[src/rtl/grf_wb_arbiter.sv]
// grf_wb_arbiter
//   Single writer for the GRF write port. W-stage results always win a write
//   slot. Late results (MDU/CP0) are queued in a small FIFO and drained into
//   cycles where the pipeline does not write. A pending-write mask exported to
//   decode marks every register that still has a live queued result.
//
// Optional feature macro: WB_TRACE_EN (simulation-only trace of every GRF write).
//
// Ports
//   clk, reset                  clock, synchronous active-high reset
//   pipe_we/a3/wd/pc            W-stage write request (never back-pressured)
//   lt_valid/lt_ready           late-result handshake
//   lt_a3/wd/pc                 late-result payload
//   grf_we/a3/wd/pc             registered GRF write port
//   pending_mask                bit r set while a valid queued entry targets $r
//   fifo_count                  occupied FIFO slots (killed entries included)
module grf_wb_arbiter #(
  parameter int DEPTH = 4,
  parameter int PTR_W = 2
) (
  input  logic             clk,
  input  logic             reset,
  input  logic             pipe_we,
  input  logic [4:0]       pipe_a3,
  input  logic [31:0]      pipe_wd,
  input  logic [31:0]      pipe_pc,
  input  logic             lt_valid,
  output logic             lt_ready,
  input  logic [4:0]       lt_a3,
  input  logic [31:0]      lt_wd,
  input  logic [31:0]      lt_pc,
  output logic             grf_we,
  output logic [4:0]       grf_a3,
  output logic [31:0]      grf_wd,
  output logic [31:0]      grf_pc,
  output logic [31:0]      pending_mask,
  output logic [PTR_W:0]   fifo_count
);

  localparam logic [PTR_W:0] FULL_CNT = (PTR_W+1)'(DEPTH);
  localparam logic [PTR_W-1:0] PTR_ONE = PTR_W'(1);
  localparam logic [PTR_W:0] CNT_ONE = (PTR_W+1)'(1);

  logic [4:0]       ent_a3_r [DEPTH];
  logic [31:0]      ent_wd_r [DEPTH];
  logic [31:0]      ent_pc_r [DEPTH];
  logic [DEPTH-1:0] ent_vld_r;
  logic [DEPTH-1:0] ent_vld_s;
  logic [PTR_W-1:0] rd_ptr_r;
  logic [PTR_W-1:0] wr_ptr_r;
  logic [PTR_W:0]   count_r;
  logic [PTR_W:0]   count_s;

  logic             pipe_slot_s;
  logic             head_vld_s;
  logic             enq_s;
  logic             drain_s;
  logic             pop_s;
  logic [31:0]      mask_s;

  // Handshake, arbitration and pop decisions.
  always_comb begin
    pipe_slot_s = pipe_we && (pipe_a3 != 5'd0);
    head_vld_s  = (count_r != {(PTR_W+1){1'b0}}) && ent_vld_r[rd_ptr_r];
    lt_ready    = (count_r < FULL_CNT);
    // $0 results are handshaken but never stored.
    enq_s       = lt_valid && lt_ready && (lt_a3 != 5'd0);
    drain_s     = !pipe_slot_s && head_vld_s;
    // A killed head is discarded regardless of pipe activity.
    pop_s       = (count_r != {(PTR_W+1){1'b0}}) && (drain_s || !ent_vld_r[rd_ptr_r]);
  end

  // Next valid bits: kill matching entries, clear popped slot, then mark the new
  // entry so an enqueue in a kill cycle survives.
  always_comb begin
    ent_vld_s = ent_vld_r;
    for (int i = 0; i < DEPTH; i++) begin
      if (pipe_slot_s && (ent_a3_r[i] == pipe_a3)) begin
        ent_vld_s[i] = 1'b0;
      end else begin
        ent_vld_s[i] = ent_vld_s[i];
      end
    end
    if (pop_s) begin
      ent_vld_s[rd_ptr_r] = 1'b0;
    end else begin
      ent_vld_s = ent_vld_s;
    end
    if (enq_s) begin
      ent_vld_s[wr_ptr_r] = 1'b1;
    end else begin
      ent_vld_s = ent_vld_s;
    end
  end

  // Next occupancy count.
  always_comb begin
    case ({enq_s, pop_s})
      2'b10:   count_s = count_r + CNT_ONE;
      2'b01:   count_s = count_r - CNT_ONE;
      default: count_s = count_r;
    endcase
  end

  // Pending-write mask from live entries; $0 never reported.
  always_comb begin
    mask_s = 32'h0000_0000;
    for (int i = 0; i < DEPTH; i++) begin
      if (ent_vld_r[i]) begin
        mask_s[ent_a3_r[i]] = 1'b1;
      end else begin
        mask_s = mask_s;
      end
    end
    mask_s[0] = 1'b0;
  end

  assign pending_mask = mask_s;
  assign fifo_count   = count_r;

  // FIFO pointers, count and valid bits.
  always_ff @(posedge clk) begin
    if (reset) begin
      rd_ptr_r  <= {PTR_W{1'b0}};
      wr_ptr_r  <= {PTR_W{1'b0}};
      count_r   <= {(PTR_W+1){1'b0}};
      ent_vld_r <= {DEPTH{1'b0}};
    end else begin
      ent_vld_r <= ent_vld_s;
      count_r   <= count_s;
      if (pop_s) rd_ptr_r <= rd_ptr_r + PTR_ONE;
      if (enq_s) wr_ptr_r <= wr_ptr_r + PTR_ONE;
    end
  end

  // FIFO payload storage.
  always_ff @(posedge clk) begin
    if (reset) begin
      for (int i = 0; i < DEPTH; i++) begin
        ent_a3_r[i] <= 5'd0;
        ent_wd_r[i] <= 32'h0000_0000;
        ent_pc_r[i] <= 32'h0000_0000;
      end
    end else if (enq_s) begin
      ent_a3_r[wr_ptr_r] <= lt_a3;
      ent_wd_r[wr_ptr_r] <= lt_wd;
      ent_pc_r[wr_ptr_r] <= lt_pc;
    end
  end

  // Registered GRF write port; address/data hold when nothing is written.
  always_ff @(posedge clk) begin
    if (reset) begin
      grf_we <= 1'b0;
      grf_a3 <= 5'd0;
      grf_wd <= 32'h0000_0000;
      grf_pc <= 32'h0000_0000;
    end else if (pipe_slot_s) begin
      grf_we <= 1'b1;
      grf_a3 <= pipe_a3;
      grf_wd <= pipe_wd;
      grf_pc <= pipe_pc;
    end else if (drain_s) begin
      grf_we <= 1'b1;
      grf_a3 <= ent_a3_r[rd_ptr_r];
      grf_wd <= ent_wd_r[rd_ptr_r];
      grf_pc <= ent_pc_r[rd_ptr_r];
    end else begin
      grf_we <= 1'b0;
    end
  end

`ifdef WB_TRACE_EN
  // Simulation trace: one line per GRF write.
  always_ff @(posedge clk) begin
    if (grf_we) $display("%d@%h: $%d <= %h", $time, grf_pc, grf_a3, grf_wd);
  end
`else
`endif

endmodule

[config.mk]
export PLATFORM = sky130hd
export DESIGN_NAME = grf_wb_arbiter
export DESIGN_NICKNAME = d
export VERILOG_FILES = /design/src/rtl/grf_wb_arbiter.sv
export SDC_FILE = /design/constraint.sdc
export NUM_CORES = 1
export LEC_CHECK = 0
export BUFFER_PORTS_ARGS = -buffer_cell sky130_fd_sc_hd__clkbuf_2
export CORE_ASPECT_RATIO = 1.1
export CORE_MARGIN = 8
export CORE_UTILIZATION = 25
export CTS_CLUSTER_DIAMETER = 120
export DETAILED_ROUTE_END_ITERATION = 8
export PLACE_DENSITY = 0.52
export SYNTH_ARGS = -nofsm -noshare
export SYNTH_HDL_FRONTEND = slang
export SYNTH_SLANG_ARGS = --single-unit
[constraint.sdc]
create_clock -name clk -period 7.95 [get_ports clk]
set_input_delay 0.795 -clock clk [delete_from_list [all_inputs] [get_ports clk]]
set_output_delay 0.795 -clock clk [all_outputs]
set_load 0.03 [all_outputs]
==> results of run 1 <==
## flip-flops by register name (all words and copies together) (netlist names), named ones only
register	flops
ent_a3_r	20
ent_pc_r	128
ent_vld_r	4
ent_wd_r	128
fifo_count	3
grf_a3	5
grf_pc	32
grf_wd	32
grf_we	1
rd_ptr_r	2
wr_ptr_r	2
## placed cells by master (no fill, tap or decap), types with 3 or more instances in the layout
cell,n
nor3_1,132
clkbuf_2,245
o221ai_1,15
ha_1,9
inv_1,13
edfxtp_1,276
xnor2_1,13
o22ai_1,14
clkbuf_1,10
and3b_1,4
nor4_1,68
or2_4,3
and3_1,6
diode_2,8
xor2_1,10
a21oi_1,7
clkinv_2,8
buf_4,15
or3b_2,4
or3_1,6
nand3_1,8
clkinv_1,4
nand2_1,23
and2_1,274
nor3b_1,11
clkbuf_16,44
a221o_1,14
o41ai_1,4
a311oi_1,5
and3_2,3
mux4_2,70
a22oi_1,15
nor2_1,84
nand3b_1,10
bufinv_16,3
dfxtp_1,81
## worst max-delay path by stage
stage | endpoint | cells past startpoint
final | pending_mask[17] | 4
after global routing | ent_pc_r[2][6] | 5
after CTS | ent_pc_r[2][19] | 5
after detailed placement | ent_pc_r[2][17] | 6
after global placement | ent_pc_r[1][21] | 6
after floorplan | ent_a3_r[3][0] | 3
## layout make-up
type / instances / area share [%]
inverter: 13 / 0.243
tap: 858 / 5.34
antenna: 8 / 0.0996
clock inverter: 21 / 0.965
clock buffer: 56 / 5.80
sequential: 359 / 49.6
timing repair buffer: 260 / 6.66
multi-input combinational: 833 / 31.3
## cells in the mapped netlist (all sizes together), types with 10 or more instances
cell type  instances  area (um2)
dfxtp             83        1660
and2             274        1710
nor4              68         425
a221o             14         140
o221ai            15         131
o22ai             14        87.6
nor3b             11        82.6
nand3b            10        75.1
mux4              70        1580
inv               13        48.8
nor3             133         671
clkbuf            79         312
buf               39         234
xor2              10        87.6
a22oi             15         113
xnor2             13         114
edfxtp           276        8290
nor2              84         315
nand2             23        86.3
## cells by family (layout without fill, tap and decap cells)
group | count (synthesis) | count (layout)
multiplexers | 71 | 71
XOR/XNOR | 23 | 23
flip-flops | 359 | 359
AND/OR/NAND/NOR | 643 | 643
buffers and inverters | 131 | 350
other | 1 | 9
AO/OA/AOI/OAI | 85 | 85
adder cells (fa/ha/maj) | 10 | 10
## metal layers
layer | wire length, um | vias up
met5 | 20 | -
met4 | 970 | 4
met3 | 4150 | 70
met2 | 25900 | 378
met1 | 22100 | 5700
li1 | - | 5313
## stage by stage
stage               area [um2]  total power [W]  hold slack (ps)  setup WS [ps]  cells
global placement         18700          0.00387              481           3840   2323
finish                   20100          0.00574              489           4390   2408
CTS                      20100          0.00585              465           4330   2400
global route             20100          0.00603              485           4190   2401
floorplan                16800          0.00343              492           1070   1323
detailed placement       18700          0.00390              480           3870   2323
## where the power goes
part	internal, W	total (W)	switching (W)	leakage (nW)
clock network	0.00113	0.00192	0.000784	0.670
logic	0.000556	0.00137	0.000814	3.18
registers	0.00227	0.00246	0.000188	3.56
## worst max-delay path: cells and delay by family, from the launching register on
family | cells | cell delay (ps)
simple gates | 1 | 1100
flops | 1 | 500
compound gates | 2 | 340
buf+inv | 1 | 270
==> results.py, run 1 <==
metrics = {
    "sta": {
        "grt_setup_unrepaired": "false",
        "hold_viol": 0,
        "worst_pin_slew_ps": 1330,
        "drv_slew": 0,
        "slew_headroom_pct": 11.3,
        "finalSetupTns_ps": 0,
        "fmax_ghz": 0.281,
        "finalClockSkew_ps": 13.1,
        "finalSetupViolations": 0,
        "final.min_clock_period_ps": 3560,
        "fin_crit_sh_pct": 44.7,
    },
    "global_routing": {
        "grt.busiest_layer": "met2",
        "antenna_found_initial": 10,
        "grt_remaining_overflow": 0,
        "grt_pass1_wl_mm": 78.7,
        "grt.total_usage_pct": 13.6,
        "grt_use_met1_pct": 16.8,
        "grtUsageMet2_pct": 23.0,
        "grtUsageMet3_pct": 4.05,
        "grt_pass1_vias": 12000,
        "grt_max_degree": 80,
    },
    "hold_path": {
        "min_path_type": "flip-flop to flip-flop",
        "min_from": "grf_a3[0]",
        "worstHoldEndpoint": "grf_a3[0]",
        "min_path_cells": 2,
    },
    "setup_path": {
        "rrSetupSlack_ps": 4420,
        "r2r.worst_path.cells": 5,
        "max_stage_delay_ps": 1100,
        "path_cells": "nor3b_1 -> a22oi_1 -> o221ai_1 -> clkbuf_2",
        "cp_data_required_time_ps": 7150,
        "rr_startpoint": "fifo_count[2]",
        "critPathLaunch": "ent_a3_r[1][1]",
        "r2r-end": "ent_pc_r[2][6]",
        "cp-start-kind": "flip-flop",
        "cp-end-kind": "output pin",
        "critPathMaxFanout": 8,
        "critPathKind": "flip-flop to output pin",
        "cp.arrival_ps": 2760,
        "cp_slowest_cell": "nor3b_1",
    },
    "final_layout": {
        "postLayoutCoreUtil_pct": 30.3,
        "drive_gt1_share_pct": 26.8,
        "nets": 1662,
        "multiInputGateArea_um2": 6290,
        "area_growth_pct": 19.7,
        "n_fill_cell": 6804,
        "regArea_um2": 9960,
    },
    "synth": {
        "ys_seq_elements": 359,
        "syn_inst": 1323,
        "synthMuxAreaShare_pct": 9.45,
        "yosys_warnings": 0,
        "synthSimpleGateAreaFrac_pct": 21.7,
        "synthXorXnorAreaFrac_pct": 1.20,
        "synth_cell_type_count": 49,
        "syn_avg_cell_area_um2": 12.7,
        "netlist_area_um2": 16800,
        "syn_nets": 1475,
        "synth_top_family_by_area": "simple AND/OR/NAND/NOR gates",
        "synth-edff-count": 276,
        "synth-seq-area-share_pct": 59.3,
        "synthArstFlopShare_pct": 0,
        "synthAdderAreaFrac_pct": 0.790,
        "synth_ff_type": "edfxtp_1",
        "synth_compound_area_share_pct": 4.02,
    },
    "die": {
        "core-area_um2": 66400,
        "io_pins": 248,
        "die_h_um": 288,
        "die_w_um": 263,
        "dieArea_um2": 75700,
        "initial_core_util_pct": 25.3,
        "rows": 99,
    },
    "drt": {
        "drt_iter0_drc": 885,
        "wirelength_mm": 53.2,
        "first_pass_iters": 5,
        "drt-wirelength-per-cell_um": 22.1,
        "drc": 0,
        "vias": 11500,
        "ant_nets": 0,
        "via_per_inst": 4.76,
    },
    "clock_network": {
        "ctsHtreeMaxLevel": 2,
        "cts_setup_buffers": 0,
        "cts_buffers": 43,
        "clk_pin_slew_ps": 60,
        "cts_resized": 0,
        "cts_tree": "yes",
        "clockBufferDepth": 3,
        "cts_root_buffer": "clkbuf_16",
        "clkLatencyLatePin_ps": 550,
        "hold_buffers": 0,
        "cts.sinks": 359,
    },
    "pwr": {
        "irDropWorstVdd_uv": 143,
        "p_per_area_nw_per_um2": 286,
        "p_leak_nw": 7.41,
    },
    "run_status": {
        "status": "finished clean",
    },
    "placement": {
        "port_buffers": 246,
        "dp_hpwl_mm": 33.5,
        "gp_congestion": 0.830,
    },
    "job": {
        "drv_cap": 0,
    },
}
Power figures use the tool's default switching activity.
==> run 2, diff against run 1 <==
Settings changed: ABC_AREA from default to 1.
Clock period 7.95 ns to 3.6 ns, I/O delays scaled along.
==> run 2 against run 1 <==
Effect of this change:
- die area increased by 2.8%
- clock power rose by 130%
- final cell count up 32%
- worst hold slack lost 400 ps
- critical path depth rose by 1
- global-route usage grew 1.1 points
==> results.py, run 2 <==
metrics = {
    "run_status": {
        "status": "finished clean",
    },
    "final_layout": {
        "diodes": 0,
        "nets": 2380,
        "area_growth_pct": 20.4,
        "mostFrequentLayoutCell": "nor2_1",
        "top_regs": "ent_pc_r x128, ent_wd_r x128",
        "multiInputGateArea_um2": 6310,
        "regArea_um2": 9960,
        "n_fill_cell": 7347,
        "layout_common_cells": "671 x nor2_1, 357 x nand2_1, 276 x edfxtp_1",
        "drive_gt1_share_pct": 16.8,
    },
    "die": {
        "dieArea_um2": 77800,
        "die_h_um": 292,
        "rows": 101,
        "die_w_um": 267,
        "io_pins": 248,
        "initial_core_util_pct": 25.1,
        "core-area_um2": 68700,
    },
    "global_routing": {
        "grt_pass1_wl_mm": 88.7,
        "grt_pass1_vias": 14600,
        "antenna_found_initial": 1,
        "grt.total_usage_pct": 14.6,
        "grt_remaining_overflow": 0,
        "grt_max_degree": 81,
    },
    "sta": {
        "finalSetupTns_ps": 0,
        "fin_crit_sh_pct": 75.1,
        "drv_slew": 0,
        "grt_setup_unrepaired": "false",
        "final.min_clock_period_ps": 2700,
        "worst_pin_slew_ps": 1020,
        "hold_viol": 0,
        "finalSetupViolations": 0,
        "finalClockSkew_ps": 19.0,
        "slew_headroom_pct": 32.1,
        "fmax_ghz": 0.370,
    },
    "clock_network": {
        "clockBufferDepth": 3,
        "cts_root_buffer": "clkbuf_16",
        "clk_pin_slew_ps": 60,
        "cts_setup_buffers": 0,
        "cts_buffers": 43,
        "ctsHtreeMaxLevel": 2,
        "clkLatencyLatePin_ps": 560,
        "cts.sinks": 359,
        "cts_tree": "yes",
        "hold_buffers": 0,
        "cts_resized": 0,
    },
    "synth": {
        "synth-seq-area-share_pct": 57.6,
        "yosys-top-cells-area": "edfxtp_1 48%, nor2_1 15%, dfxtp_1 9.6%, nand2_1 7.9%, o21ai_0 5.5%",
        "syn_nets": 2179,
        "netlist_area_um2": 17300,
        "synthArstFlopShare_pct": 0,
        "yosysMostFrequentCell": "nor2_1",
        "syn_avg_cell_area_um2": 8.52,
        "synth-edff-count": 276,
        "yosysTopAreaCellShare_pct": 48.0,
        "syn_inst": 2027,
        "synth_ff_type": "edfxtp_1",
        "yosysTopAreaCell": "edfxtp_1",
        "yosys_warnings": 0,
        "synth_cell_type_count": 33,
        "synth_common_cells": "671 x nor2_1, 362 x nand2_1, 276 x edfxtp_1",
        "ys_seq_elements": 359,
    },
    "setup_path": {
        "r2r.worst_path.cells": 6,
        "rr_startpoint": "fifo_count[2]",
        "rrSetupSlack_ps": 1160,
        "cp-start-kind": "flip-flop",
        "critPathKind": "flip-flop to output pin",
        "cp.arrival_ps": 2340,
        "cp_num_cells": 5,
        "cp_slowest_cell": "edfxtp_1",
        "critPathTopFamily": "flip-flops",
        "path_buf_inv": 2,
        "cp_data_required_time_ps": 3240,
        "path_cells": "inv_1 -> nand3_1 -> o22a_1 -> o221ai_1 -> clkbuf_2",
        "cp-end-kind": "output pin",
        "max_stage_delay_ps": 480,
        "r2r-end": "ent_wd_r[1][14]",
        "critPathMaxFanout": 7,
    },
    "drt": {
        "dr_wl_met3_mm": 3.31,
        "wl_met1_mm": 25.7,
        "wirelength_mm": 59.0,
        "vias": 14500,
        "via_per_inst": 4.54,
        "top_layer_used": "met5",
        "first_pass_iters": 5,
        "ant_nets": 0,
        "drt-wirelength-per-cell_um": 18.5,
        "dr_wl_met2_mm": 28.5,
        "drc": 0,
        "drt_iter0_drc": 958,
    },
    "pwr": {
        "p_sw_share_pct": 36.8,
        "internal-power_w": 0.00884,
        "switching_power_w": 0.00514,
        "p_leak_nw": 9.09,
        "p_per_area_nw_per_um2": 672,
        "power_frac_comb_pct": 29.9,
        "power_w": 0.0140,
        "power_frac_clock_pct": 31.1,
        "seqPwrFrac_pct": 39.0,
        "irDropWorstVdd_uv": 309,
    },
    "placement": {
        "gp_congestion": 0.901,
        "port_buffers": 246,
        "dp_hpwl_mm": 38.4,
    },
    "hold_path": {
        "worstHoldEndpoint": "grf_a3[4]",
        "min_from": "reset",
        "min_path_type": "input pin to flip-flop",
        "min_path_cells": 2,
    },
    "job": {
        "drv_cap": 0,
    },
}
[run 2: changes by cell type after synthesis, moves of 34 or more]
cell | previous run | this run
and2_1 | 274 | 0
mux4_2 | 70 | 0
inv_1 | 13 | 114
nor4_1 | 68 | 0
nor3_1 | 132 | 3
o21ai_0 | 2 | 190
nor2_1 | 84 | 671
nand3_1 | 8 | 63
clkbuf_1 | 67 | 33
nand2_1 | 23 | 362
[run 2: cell type report]
| class | count | share of cell area [%] |
|---|---|---|
| Clock buffer | 55 | 5.59 |
| Clock inverter | 25 | 1.18 |
| Inverter | 123 | 2.25 |
| Multi-Input combinational cell | 1429 | 30.3 |
| Sequential cell | 359 | 47.9 |
| Tap cell | 927 | 5.58 |
| Timing Repair Buffer | 272 | 7.22 |
[run 2: routing by layer]
layer	vias up	GRT usage, %
li1	7026	-
met1	6914	18.5
met2	438	25.3
met3	89	2.55
met4	2	4.30
met5	-	0
[run 2: cells by family after synthesis]
family | synth area share, %
xor+xnor | 0.507
buf+inv | 6.32
fa+ha+maj | 0.768
compound gates | 9.27
flops | 57.6
other cells | 0.0217
simple gates | 25.5
[run 2: through the flow]
step	cells	cell area (um2)	worst slack (ps)	hold WS, ps	util (%)
after floorplan	2027	17300	495	429	-
after global placement	3110	19400	742	465	28.2
after detailed placement	3110	19400	899	481	28.2
after CTS	3190	20800	883	36.9	30.3
after global routing	3190	20800	804	63.2	30.3
final	3190	20800	897	84.6	30.3
[run 2: worst max path at each step]
stage              startpoint                to
2_1_floorplan   fifo_count[2]    ent_a3_r[0][0]
3_3_place_gp       pipe_a3[2]     fifo_count[2]
3_5_place_dp       pipe_a3[2]     fifo_count[2]
4_1_cts        ent_a3_r[1][0]   pending_mask[2]
5_1_grt        ent_a3_r[1][0]   pending_mask[2]
6_report       ent_a3_r[0][0]  pending_mask[28]
[run 2: power by group through the flow]
| stage | combinational, W | sequential [W] | clock [W] |
|---|---|---|---|
| 5_1_grt | 0.00466 | 0.00552 | 0.00464 |
| 2_1_floorplan | 0.00249 | 0.00586 | 0 |
| 3_5_place_dp | 0.00425 | 0.00553 | 0 |
| 3_3_place_gp | 0.00423 | 0.00551 | 0 |
| 4_1_cts | 0.00426 | 0.00545 | 0.00449 |
| 6_report | 0.00418 | 0.00545 | 0.00435 |
==> run 3, diff against run 2 <==
Settings changed: PLACE_DENSITY 0.52 to 0.54.
Clock period 3.6 ns to 2.46 ns, I/O delays scaled along.
==> run 3 against run 2 <==
Effect of this change:
- the flow now finishes with violations (setup timing)
- non-clock buffer count is 104 higher
- core utilization grew 1.8 points
- clock-buffer cell count rose by 4
- first-iteration DRC count rose by 6.3%
- register-to-register slack worse by 810 ps
- power increased by 49%
- sequential power up 44%
- critical path depth fell by 1
==> results.py, run 3 (synthesis results as in run 2) <==
metrics = {
    "pwr": {
        "p_leak_nw": 9.64,
        "irDropWorstVdd_uv": 539,
        "p_per_area_nw_per_um2": 946,
        "power_w": 0.0209,
    },
    "placement": {
        "dp_hpwl_mm": 37.4,
        "gp_congestion": 0.953,
        "place_inst": 3130,
        "pre_cts_slack_ps": 90.4,
        "port_buffers": 246,
    },
    "hold_path": {
        "min_path_type": "input pin to flip-flop",
        "min_from": "lt_wd[27]",
        "min_path_cells": 3,
        "worstHoldEndpoint": "ent_wd_r[2][27]",
    },
    "run_status": {
        "status": "finished with violations",
        "violations": "setup timing",
    },
    "die": {
        "die_w_um": 267,
        "core-area_um2": 68700,
        "io_pins": 248,
        "rows": 101,
        "dieArea_um2": 77800,
        "die_h_um": 292,
        "initial_core_util_pct": 25.1,
    },
    "clock_network": {
        "cts_root_buffer": "clkbuf_16",
        "clkLatencyLatePin_ps": 570,
        "clockBufferDepth": 3,
        "cts.sinks": 359,
        "clk_pin_slew_ps": 60,
        "cts_buffers": 43,
        "cts_tree": "yes",
        "ctsHtreeMaxLevel": 2,
    },
    "setup_path": {
        "cp.arrival_ps": 2230,
        "max_stage_delay_ps": 480,
        "critPathKind": "flip-flop to output pin",
        "critPathMaxFanout": 7,
        "path_cells": "inv_1 -> nand3_1 -> o221ai_1 -> clkbuf_2",
        "cp-end-kind": "output pin",
        "rr_startpoint": "rd_ptr_r[0]",
        "cp-start-kind": "flip-flop",
        "cp_data_required_time_ps": 2210,
        "cp_slowest_cell": "edfxtp_1",
        "r2r.worst_path.cells": 13,
        "r2r-end": "fifo_count[2]",
        "rrSetupSlack_ps": 350,
    },
    "final_layout": {
        "layout.cells.non_filler": 3296,
        "regArea_um2": 9960,
        "layout_common_cells": "670 x nor2_1, 356 x nand2_1, 276 x edfxtp_1",
        "area_growth_pct": 27.7,
        "nets": 2484,
        "top_regs": "ent_pc_r x128, ent_wd_r x128",
        "multiInputGateArea_um2": 6390,
        "n_fill_cell": 7252,
        "mostFrequentLayoutCell": "nor2_1",
        "drive_gt1_share_pct": 18.1,
    },
    "drt": {
        "ant_nets": 0,
        "drc": 0,
        "drt-wirelength-per-cell_um": 18.0,
        "first_pass_iters": 6,
        "via_per_inst": 4.49,
        "drt_iter0_drc": 1018,
        "wirelength_mm": 59.4,
        "vias": 14800,
    },
    "global_routing": {
        "grt_pass1_vias": 14900,
        "grt.total_usage_pct": 14.8,
        "grt_pass1_wl_mm": 89.8,
        "grt_remaining_overflow": 0,
        "grtUsageMet2_pct": 24.7,
        "grt_max_degree": 115,
        "grtUsageMet3_pct": 3.21,
        "grt_use_met1_pct": 18.8,
        "antenna_found_initial": 3,
        "grt.busiest_layer": "met2",
    },
    "sta": {
        "final.min_clock_period_ps": 2470,
        "worst_pin_slew_ps": 605,
        "setup_ws_ps": -12.0,
        "slew_headroom_pct": 59.7,
        "finalSetupTns_ps": -12.0,
        "fmax_ghz": 0.405,
        "grt_setup_unrepaired": "true",
        "finalSetupViolations": 1,
        "fin_crit_sh_pct": 100,
        "hold_viol": 0,
        "drv_slew": 0,
        "hold_slack_ps": 35.7,
        "finalClockSkew_ps": 20.1,
    },
    "job": {
        "drv_cap": 0,
    },
}
run 3: cell types whose count changed in the layout (fill, tap and decap cells not counted), sizes merged:
cell         change
clkbuf           +3
diode            +2
buf             +26
clkinv           -1
dlygate4sd3     +79
bufinv           -1
clkinvlp         -2
run 3: cell type report:
| type | instances | share of cell area, % |
|---|---|---|
| Timing Repair Buffer | 376 | 11.9 |
| Tap cell | 927 | 5.26 |
| Inverter | 123 | 2.13 |
| Antenna cell | 2 | 0.0227 |
| Multi-Input combinational cell | 1429 | 29.0 |
| Sequential cell | 359 | 45.1 |
| Clock buffer | 59 | 5.66 |
| Clock inverter | 21 | 0.913 |
run 3: report_power, final:
part           total [W]  switching [W]  internal (W)
clock network    0.00651        0.00263       0.00388
logic            0.00651        0.00455       0.00196
registers        0.00785       0.000405       0.00745
total             0.0209        0.00759        0.0133
run 3: per-layer routing:
metal  vias to the layer above  part of all wire (%)
met5                         -                 0.022
met4                         2                   2.8
met3                       119                   6.2
met2                       437                    47
met1                      6995                    44
li1                       7237                     -
run 3: per-stage QoR:
step           area [um2]  util [%]
3_5_place_dp        19700      28.7
6_report            22100      32.1
2_1_floorplan       17300         -
4_1_cts             22000      32.0
5_1_grt             22100      32.1
3_3_place_gp        19700      28.7
run 3: worst max path at each step:
stage	start	slack, ps	to
after detailed placement	lt_a3[2]	90	fifo_count[2]
after floorplan	fifo_count[2]	-330	ent_a3_r[3][0]
after CTS	ent_a3_r[1][1]	0.03	pending_mask[28]
final	ent_a3_r[2][1]	-10	pending_mask[28]
after global placement	lt_a3[3]	70	fifo_count[2]
after global routing	ent_vld_r[2]	-70	pending_mask[15]
run 3: timing repair:
item / CTS / global route
buffers inserted: 0 / 5
hold buffers: 79 / 0
gates cloned: 0 / 0
resized for setup: 4 / 12
setup endpoints to repair: 7 / 32
endpoints found under the hold margin: 109 / 0
pin swaps: 0 / 0
run 3: critical path, delay by kind of cell (launching register included):
| family | cells | cell delay, ps |
|---|---|---|
| buffers and inverters | 2 | 400 |
| AOI/OAI and AO/OA | 1 | 420 |
| and+or+nand+nor | 1 | 360 |
| DFF | 1 | 480 |
